===== config.mk =====
export PLATFORM = sky130hd
export DESIGN_NAME = usart_tx_arbiter
export DESIGN_NICKNAME = d
export VERILOG_FILES = /design/src/rtl/usart_tx_arbiter_pkg.sv /design/src/rtl/usart_tx_arbiter_rr_select.sv /design/src/rtl/usart_tx_arbiter.sv
export SDC_FILE = /design/constraint.sdc
export NUM_CORES = 1
export LEC_CHECK = 0
export BUFFER_PORTS_ARGS = -buffer_cell sky130_fd_sc_hd__buf_2
export CAP_MARGIN = 10
export CORE_ASPECT_RATIO = 1.2
export CORE_MARGIN = 2
export CORE_UTILIZATION = 30
export CTS_CLUSTER_SIZE = 24
export DETAILED_ROUTE_END_ITERATION = 16
export GPL_ROUTABILITY_DRIVEN = 0
export GPL_TIMING_DRIVEN = 1
export HOLD_SLACK_MARGIN = 0.1
export PLACE_DENSITY_LB_ADDON = 0.15
export SETUP_SLACK_MARGIN = 0.3
export SLEW_MARGIN = 5
export SYNTH_ARGS = -nofsm -noshare
export SYNTH_HDL_FRONTEND = slang
export SYNTH_SLANG_ARGS = --single-unit

===== constraint.sdc =====
create_clock -name comm_clock -period 1.6 [get_ports comm_clock]
set_input_delay 0 -clock comm_clock [delete_from_list [all_inputs] [get_ports comm_clock]]
set_output_delay 0 -clock comm_clock [all_outputs]
set_load 0.02 [all_outputs]

===== src/rtl/usart_tx_arbiter_pkg.sv =====
// Shared definitions for the USART transmit arbiter: FSM state encoding,
// default lock timeout and the pointer helper used by the top level.
package usart_tx_arbiter_pkg;

   typedef enum logic [1:0] {
      ST_IDLE    = 2'd0,
      ST_LOAD    = 2'd1,
      ST_HANDOFF = 2'd2,
      ST_DRAIN   = 2'd3
   } arb_state_e;

   localparam int LOCK_TIMEOUT_DEF = 64;
   localparam int MAX_REQ          = 8;
   localparam int PTR_W            = 3;

   function automatic logic [PTR_W-1:0] onehot_to_idx(input logic [MAX_REQ-1:0] oh);
      logic [PTR_W-1:0] idx;
      idx = '0;
      for (int i = 0; i < MAX_REQ; i++) begin
         if (oh[i]) idx = PTR_W'(i);
      end
      return idx;
   endfunction

endpackage


===== src/rtl/usart_tx_arbiter_rr_select.sv =====
// Combinational round-robin picker: first set request strictly after the
// pointer, searching upward with wrap-around.
module usart_rr_select
   import usart_tx_arbiter_pkg::*;
#(
   parameter int NUM_REQ = 2
) (
   input  logic [NUM_REQ-1:0] req_i,
   input  logic [PTR_W-1:0]   ptr_i,
   output logic [NUM_REQ-1:0] winner_o,
   output logic               any_valid_o
);

   localparam int              SH_W = PTR_W + 1;
   localparam logic [SH_W-1:0] NREQ = SH_W'(NUM_REQ);

   logic [SH_W-1:0]    start;
   logic [NUM_REQ-1:0] rot;
   logic [NUM_REQ-1:0] pick;
   logic               found;

   // Rotate so the search start sits at bit 0, take the lowest set bit, rotate back.
   always_comb begin
      start = {1'b0, ptr_i} + SH_W'(1);
      if (start >= NREQ) start = start - NREQ;
      rot   = NUM_REQ'({req_i, req_i} >> start);
      pick  = '0;
      found = 1'b0;
      for (int j = 0; j < NUM_REQ; j++) begin
         if (!found && rot[j]) begin
            pick[j] = 1'b1;
            found   = 1'b1;
         end
      end
      winner_o    = NUM_REQ'(({pick, pick} << start) >> NUM_REQ);
      any_valid_o = |req_i;
   end

endmodule


===== src/rtl/usart_tx_arbiter.sv =====
// Shares one usart_tx between NUM_REQ byte producers: round-robin per byte,
// with multi-byte frames locking the grant until their last byte.
module usart_tx_arbiter
   import usart_tx_arbiter_pkg::*;
#(
   parameter int NUM_REQ      = 2,
   parameter int LOCK_TIMEOUT = LOCK_TIMEOUT_DEF
) (
   input  logic                 comm_clock,
   input  logic                 reset,
   input  logic [NUM_REQ-1:0]   req_valid,
   input  logic [8*NUM_REQ-1:0] req_data,
   input  logic [NUM_REQ-1:0]   req_last,
   output logic [NUM_REQ-1:0]   req_ready,
   output logic [NUM_REQ-1:0]   grant,
   output logic                 busy,
   output logic [7:0]           tx_data,
   output logic                 tx_valid,
   input  logic                 tx_ready,
   input  logic                 tx_done
);

   localparam logic [7:0]       TIMEOUT = 8'(LOCK_TIMEOUT);
   localparam logic [PTR_W-1:0] PTR_RST = PTR_W'(NUM_REQ - 1);

   arb_state_e         state_q, state_d;
   logic [7:0]         tx_data_q, tx_data_d;
   logic [NUM_REQ-1:0] grant_q, grant_d;
   logic [NUM_REQ-1:0] ready_q, ready_d;
   logic [NUM_REQ-1:0] lock_q, lock_d;
   logic [PTR_W-1:0]   ptr_q, ptr_d;
   logic               last_q, last_d;
   logic               done_q, done_d;
   logic [7:0]         cnt_q, cnt_d;

   logic [NUM_REQ-1:0] cand;
   logic [NUM_REQ-1:0] win_oh;
   logic               any_valid;
   logic [MAX_REQ-1:0] win_oh_ext;
   logic [7:0]         win_data;
   logic               win_last;

   // While a frame holds the lock only its owner competes.
   assign cand = (|lock_q) ? (req_valid & lock_q) : req_valid;

   usart_rr_select #(
      .NUM_REQ(NUM_REQ)
   ) u_rr_select (
      .req_i      (cand),
      .ptr_i      (ptr_q),
      .winner_o   (win_oh),
      .any_valid_o(any_valid)
   );

   always_comb begin
      win_data = '0;
      for (int i = 0; i < NUM_REQ; i++) begin
         win_data |= req_data[8*i +: 8] & {8{win_oh[i]}};
      end
      win_last                    = |(req_last & win_oh);
      win_oh_ext                  = '0;
      win_oh_ext[NUM_REQ-1:0]     = win_oh;
   end

   always_ff @(posedge comm_clock) begin
      if (reset) begin
         state_q   <= ST_IDLE;
         tx_data_q <= '0;
         grant_q   <= '0;
         ready_q   <= '0;
         lock_q    <= '0;
         ptr_q     <= PTR_RST;
         last_q    <= 1'b0;
         done_q    <= 1'b0;
         cnt_q     <= '0;
      end else begin
         state_q   <= state_d;
         tx_data_q <= tx_data_d;
         grant_q   <= grant_d;
         ready_q   <= ready_d;
         lock_q    <= lock_d;
         ptr_q     <= ptr_d;
         last_q    <= last_d;
         done_q    <= done_d;
         cnt_q     <= cnt_d;
      end
   end

   always_comb begin
      state_d   = state_q;
      tx_data_d = tx_data_q;
      grant_d   = grant_q;
      ready_d   = '0;
      lock_d    = lock_q;
      ptr_d     = ptr_q;
      last_d    = last_q;
      done_d    = done_q;
      cnt_d     = cnt_q;
      case (state_q)
         ST_IDLE: begin
            if (any_valid) begin
               tx_data_d = win_data;
               ready_d   = win_oh;
               grant_d   = win_oh;
               ptr_d     = onehot_to_idx(win_oh_ext);
               last_d    = win_last;
               cnt_d     = '0;
               state_d   = ST_LOAD;
            end else if (|lock_q) begin
               // Idle owner: release the lock once it has been quiet long enough.
               if (cnt_q + 8'd1 == TIMEOUT) begin
                  lock_d = '0;
                  cnt_d  = '0;
               end else begin
                  cnt_d = cnt_q + 8'd1;
               end
            end
         end
         ST_LOAD: begin
            if (tx_done) done_d = 1'b1;
            if (tx_ready) state_d = ST_HANDOFF;
         end
         ST_HANDOFF: begin
            if (tx_done) done_d = 1'b1;
            if (!tx_ready) state_d = ST_DRAIN;
         end
         ST_DRAIN: begin
            if (tx_done || done_q) begin
               state_d = ST_IDLE;
               grant_d = '0;
               lock_d  = last_q ? '0 : grant_q;
               cnt_d   = '0;
               done_d  = 1'b0;
            end
         end
         default: state_d = ST_IDLE;
      endcase
   end

   always_comb begin
      tx_valid  = (state_q == ST_LOAD);
      busy      = (state_q != ST_IDLE);
      req_ready = ready_q;
      grant     = grant_q;
      tx_data   = tx_data_q;
   end

endmodule


Word-level counts from Yosys, hierarchy flattened
Cells that the tools add are included.
{"block": "totals", "regBits": 29, "output_inout_bits": 14}
{"block": "classes", "n_addsub": 3, "magnitude_cmp": 1, "eq_ne": 13, "n_shift": 2, "n_mux": 26, "bitwise_logic": 7, "n_reduce_logical": 18}
{"cell": "two-way mux 8 bit", "count": 4}
{"cell": "two-way mux 2 bit", "count": 11}
{"cell": "AND 8 bit", "count": 2}
{"cell": "one-hot mux 8 bit (2 select lines)", "count": 1}
{"cell": "inequality test 2 bit (second input constant)", "count": 6}
{"cell": "AND reduction 3 bit", "count": 3}
{"cell": "adder 8 x 1 -> 8 bit (second input constant)", "count": 1}
{"cell": "equality test 8 x 7 -> 1 bit (second input constant)", "count": 1}
{"cell": "OR 8 bit", "count": 1}
{"cell": "one-hot mux 2 bit (2 select lines)", "count": 2}
{"cell": "one-hot mux 2 bit (4 select lines)", "count": 1}
{"cell": "OR reduction 2 bit", "count": 4}
{"cell": "nonzero test 2 bit", "count": 3}
{"cell": "two-way mux 1 bit", "count": 5}
{"cell": "AND reduction 5 bit", "count": 1}
{"cell": "adder 3 x 1 -> 4 bit (second input constant)", "count": 1}
{"cell": "AND 2 bit", "count": 2}
{"cell": "equality test 2 bit (second input constant)", "count": 2}
{"cell": ">= comparator 4 x 2 -> 1 bit (second input constant)", "count": 1}
{"cell": "two-way mux 4 bit", "count": 1}
{"cell": "inequality test 2 x 1 -> 1 bit (second input constant)", "count": 2}
{"cell": "AND reduction 4 bit", "count": 1}
{"cell": "<< shifter 4 x 4 -> 4 bit", "count": 1}
{"cell": ">> shifter 4 x 4 -> 2 bit", "count": 1}
{"cell": "11 further kinds", "count": 12}

Longest topological paths before layout
{"block": "logic_depth", "ltp_word": 11, "ltp_mapped": 8}

By module
Synthesis repeated with hierarchy kept, for this count alone.
{"block": "unflattened", "cells_unflattened": 189, "hier_area_um2": 1544.0}
{"mod": "usart_tx_arbiter", "instances": 1, "cells_each": 170, "area_each_um2": 1422.6, "seq_area_each_um2": 540.5}
{"mod": "usart_rr_select", "instances": 1, "cells_each": 19, "area_each_um2": 121.4, "seq_area_each_um2": 0.0}

Worst setup path after synthesis
Ideal clock, no wire load.
{"block": "synth_path", "path_type": "reg2reg", "startpoint": "reg cnt_q[0]", "endpoint": "reg lock_q[0]", "arrival_ns": 1.663, "required_time_ns": 1.481, "setup_slack_ns": -0.182, "path_stages_with_launch": 8, "path_cell_list": "dfxtp_1 ha_1 nand3_2 nor2_2 xor2_2 nand4b_4 a211o_1 mux2i_1"}
{"block": "synth_between", "elab_chain_cells": 4}
{"element": "start, declared", "line_no": "usart_tx_arbiter.sv:34", "text": "logic [7:0] cnt_q, cnt_d;"}
{"element": "start signal, assigned", "line_no": "usart_tx_arbiter.sv:85", "text": "cnt_q <= cnt_d;"}
{"element": "adder 8 x 1 -> 8 bit", "line_no": "usart_tx_arbiter.sv:111", "text": "if (cnt_q + 8'd1 == TIMEOUT) begin"}
{"element": "equality test 8 x 7 -> 1 bit", "line_no": "usart_tx_arbiter.sv:111"}
{"element": "inequality test 2 bit (no line)"}
{"element": "AND reduction 5 bit (no line)"}
{"element": "end signal, assigned", "line_no": "usart_tx_arbiter.sv:81", "text": "lock_q <= lock_d;"}
{"element": "end, declared", "line_no": "usart_tx_arbiter.sv:30", "text": "logic [NUM_REQ-1:0] lock_q, lock_d;"}
Every way passes these cells.
A chain may end at the register's enable or synchronous reset.

Final worst setup path
{"block": "layout_path", "startpoint": "reg cnt_q[1]", "endpoint": "reg lock_q[1]"}
The elaborated chain is that of the path after synthesis.

==> flow_metrics.env <==
export IMPL_status="complete, but fails checks"
export IMPL_violations="setup timing"
export IMPL_viasPerCell=5.08
export IMPL_hold_slack_ns=0.108
export IMPL_p_per_area_nw_per_um2=1440
export IMPL_synthToLayoutAreaGrowth_pct=69.6
export IMPL_design_die_area_um2=5280
export IMPL_fin_crit_sh_pct=102
export IMPL_p_leak_uw=0.000976
export IMPL_synth_avg_cell_area_um2=8.56
export IMPL_async_flop_share_pct=0
export IMPL_grt_max_degree=29
export IMPL_syn_area_um2=1410
export IMPL_fillCellCount=434
export IMPL_relSlewSlack_pct=61.0
export IMPL_drtPass1Iterations=4
export IMPL_drive_gt1_share_pct=53.5
export IMPL_start_kind="register"
export IMPL_end_kind="register"
export IMPL_pre_cts_ws_ns=-0.0935
export IMPL_final_setup_tns_ns=-0.0611
export IMPL_postSynthCellCount=165
export IMPL_hpwl_um=2770
export IMPL_h_tree_depth=1
export IMPL_ant_nets=0
export IMPL_rsz0062_at_grt="true"
export IMPL_remaining_drc_errors=0
export IMPL_hp_class="in -> reg"
export IMPL_p_comb_share_pct=61.0
export IMPL_ys_warn_count=0
export IMPL_clkTransAtPathRegs_ns=0.10
export IMPL_wl_um=4190
export IMPL_clock_skew_ns=0.00813
export IMPL_drv_slew=0
export IMPL_crit_fanout=6
export IMPL_yosysSeqAreaShare_pct=38.3
export IMPL_setup_violations_final=3
export IMPL_clockRootBuffer="clkbuf_8"
export IMPL_start_util_pct=31.0
export IMPL_worst_path_largest_cell_delay_ns=0.40
export IMPL_ys_ff_latch=27
export IMPL_p_int_uw=2040
export IMPL_cap_violations=0
export IMPL_synthFlopType="dfxtp_1"
export IMPL_path_cells="ha_4, nand3_4, nor2_4, xor2_2, nand4b_4, a211o_1, mux2i_1"
export IMPL_slowest_stage="dfxtp_4"
export IMPL_cp_num_buf_inv=0
export IMPL_synth_commonest_cells="27 x dfxtp_1, 18 x nor2_1, 15 x nand2_1, 12 x a21oi_1"
export IMPL_worstPathRequired_ns=1.80
export IMPL_die_w_um=66.6
export IMPL_cts_tree="done"
export IMPL_setup_ws_ns=-0.0379
export IMPL_hold_violations=0
export IMPL_netSwitchingFraction_pct=40.9
export IMPL_clock_sinks=27
export IMPL_sequentialPowerShare_pct=27.5
export IMPL_dr_total_vias=1530
export IMPL_clk_latency_ns=0.27
export IMPL_synth_area_leaders="dfxtp_1 38%, a211oi_1 5.3%, a22oi_1 5.3%"
export IMPL_yosysMostFrequentCell="dfxtp_1"
export IMPL_crit_family="flip-flops"
export IMPL_antenna_cells=0
export IMPL_clock_path_buffers=2
export IMPL_nets=273
export IMPL_vdd_drop_max_mv=0.791
export IMPL_overflow=0
export IMPL_clkPwrFrac_pct=11.5
export IMPL_yosysTopAreaCell="dfxtp_1"
export IMPL_critPathKind="reg -> reg"
export IMPL_drt_initial_drc_count=67
export IMPL_std_cell_rows=27
export IMPL_worst_ep_arrival_time_ns=1.84
export IMPL_cts_buffers=3
export IMPL_fmax_mhz=611
export IMPL_grt_pass1_wl_um=6890
export IMPL_tightest_slew_ns=0.586
export IMPL_grt_pass1_vias=1533
export IMPL_core_area_um2=4560
export IMPL_p_switching_uw=1420
export IMPL_io_pins=38
export IMPL_antenna_found_initial=0
export IMPL_syn_num_nets=194
export IMPL_yosysUniqueCellTypes=36
export IMPL_port_buffers=37
export IMPL_grt_usage_pct=16.5
export IMPL_drt_wirelength_per_cell_um=13.9
export IMPL_fin_crit_ns=1.64
export IMPL_yosysTopAreaCellShare_pct=38.3
export IMPL_synth_edf_count=0
export IMPL_die_h_um=79.2
[cell usage in the layout, fill, tap and decap left out, types with 2 or more instances in the layout]
cell type,Yosys,final
a211o_1,3,3
a211oi_1,10,5
a211oi_2,0,5
a21oi_1,12,9
a21oi_2,0,2
a22oi_1,10,9
and3b_1,2,2
buf_2,2,36
buf_4,0,24
buf_6,0,9
clkbuf_8,0,3
dfxtp_1,27,17
dfxtp_2,0,2
dfxtp_4,0,8
dlygate4sd3_1,0,9
ha_1,5,2
ha_4,0,3
inv_1,5,2
inv_4,0,3
mux2i_1,4,4
nand2_1,15,14
nand2b_1,4,2
nand2b_4,0,2
nand3_1,3,2
nand3b_1,5,5
nand4_1,3,3
nor2_1,18,7
nor2_2,2,6
nor2_4,0,8
nor2b_1,4,4
o21ai_0,6,2
o21ai_1,0,3
o21ai_4,0,3
[worst paths after layout]
check               start          to  slack [ns]  cells after the start
max              cnt_q[1]   lock_q[1]       -0.04                      7
min          req_data[12]  tx_data[4]        0.11                      3
max reg2reg      cnt_q[1]   lock_q[1]       -0.04                      7
min reg2reg        done_q      done_q        0.47                      2
[flip-flops by register name, indices dropped and copies added, names as in the netlist]
signal,cells
cnt_q,8
done_q,1
grant,2
last_q,1
lock_q,2
ptr_q,1
req_ready,2
state_q,2
tx_data,8
[per-stage QoR]
stage	instances	instance area (um2)	power, uW	util [%]
finish	301	2400	3460	52.5
CTS	296	2250	3220	49.2
floorplan	165	1550	1920	-
global placement	270	1890	2300	41.5
detailed placement	270	1890	2350	41.5
global route	301	2400	3700	52.5
[area by class of cell]
class | instances | area [um2] | share of cell area, %
inverters | 5 | 26.3 | 1.10
flip-flops and latches | 27 | 573 | 23.9
clock inverters | 1 | 5.00 | 0.209
multi-input cells | 127 | 1090 | 45.5
well taps | 58 | 72.6 | 3.03
clock buffers | 3 | 41.3 | 1.72
repair buffers | 80 | 587 | 24.5
[power by group through the flow]
stage	clock network (uW)	logic, uW	registers, uW
after detailed placement	0	1410	942
final	398	2110	951
after global routing	451	2280	971
after CTS	412	1850	949
after floorplan	0	883	1040
after global placement	0	1360	936
[what timing repair did]
item	in CTS	in global routing
endpoints found under the setup margin	26	27
pin swaps	20	16
buffers inserted	11	5
gates cloned	2	0
endpoints found under the hold margin	8	0
gates resized for setup	31	32
hold buffers	9	0
[per-layer routing]
layer | track usage [%] | vias to the layer above | routed length [um]
li1 | - | 752 | -
met4 | 4.08 | 0 | 19
met2 | 29.2 | 24 | 2310
met1 | 20.7 | 752 | 1760
met3 | 2.41 | 2 | 99
met5 | 0 | - | 0
[worst register-to-register path: stages, from the launching register on]
cell and delay (ns):
dfxtp_4 0.40, ha_4 0.15, nand3_4 0.08, nor2_4 0.10, xor2_2 0.21, nand4b_4 0.13, a211o_1 0.31, mux2i_1 0.18
[cells by family after synthesis]
logic type                 count (synthesis)  synth area share [%]
buffers and inverters                     13                  3.63
and+or+nand+nor                           64                  25.2
DFF                                       27                  38.3
xor gates and xnor gates                   3                  2.39
muxes                                      4                  2.83
AOI/OAI and AO/OA                         49                  23.2
adders and majority gates                  5                  4.43
Power figures use the tool's default switching activity.
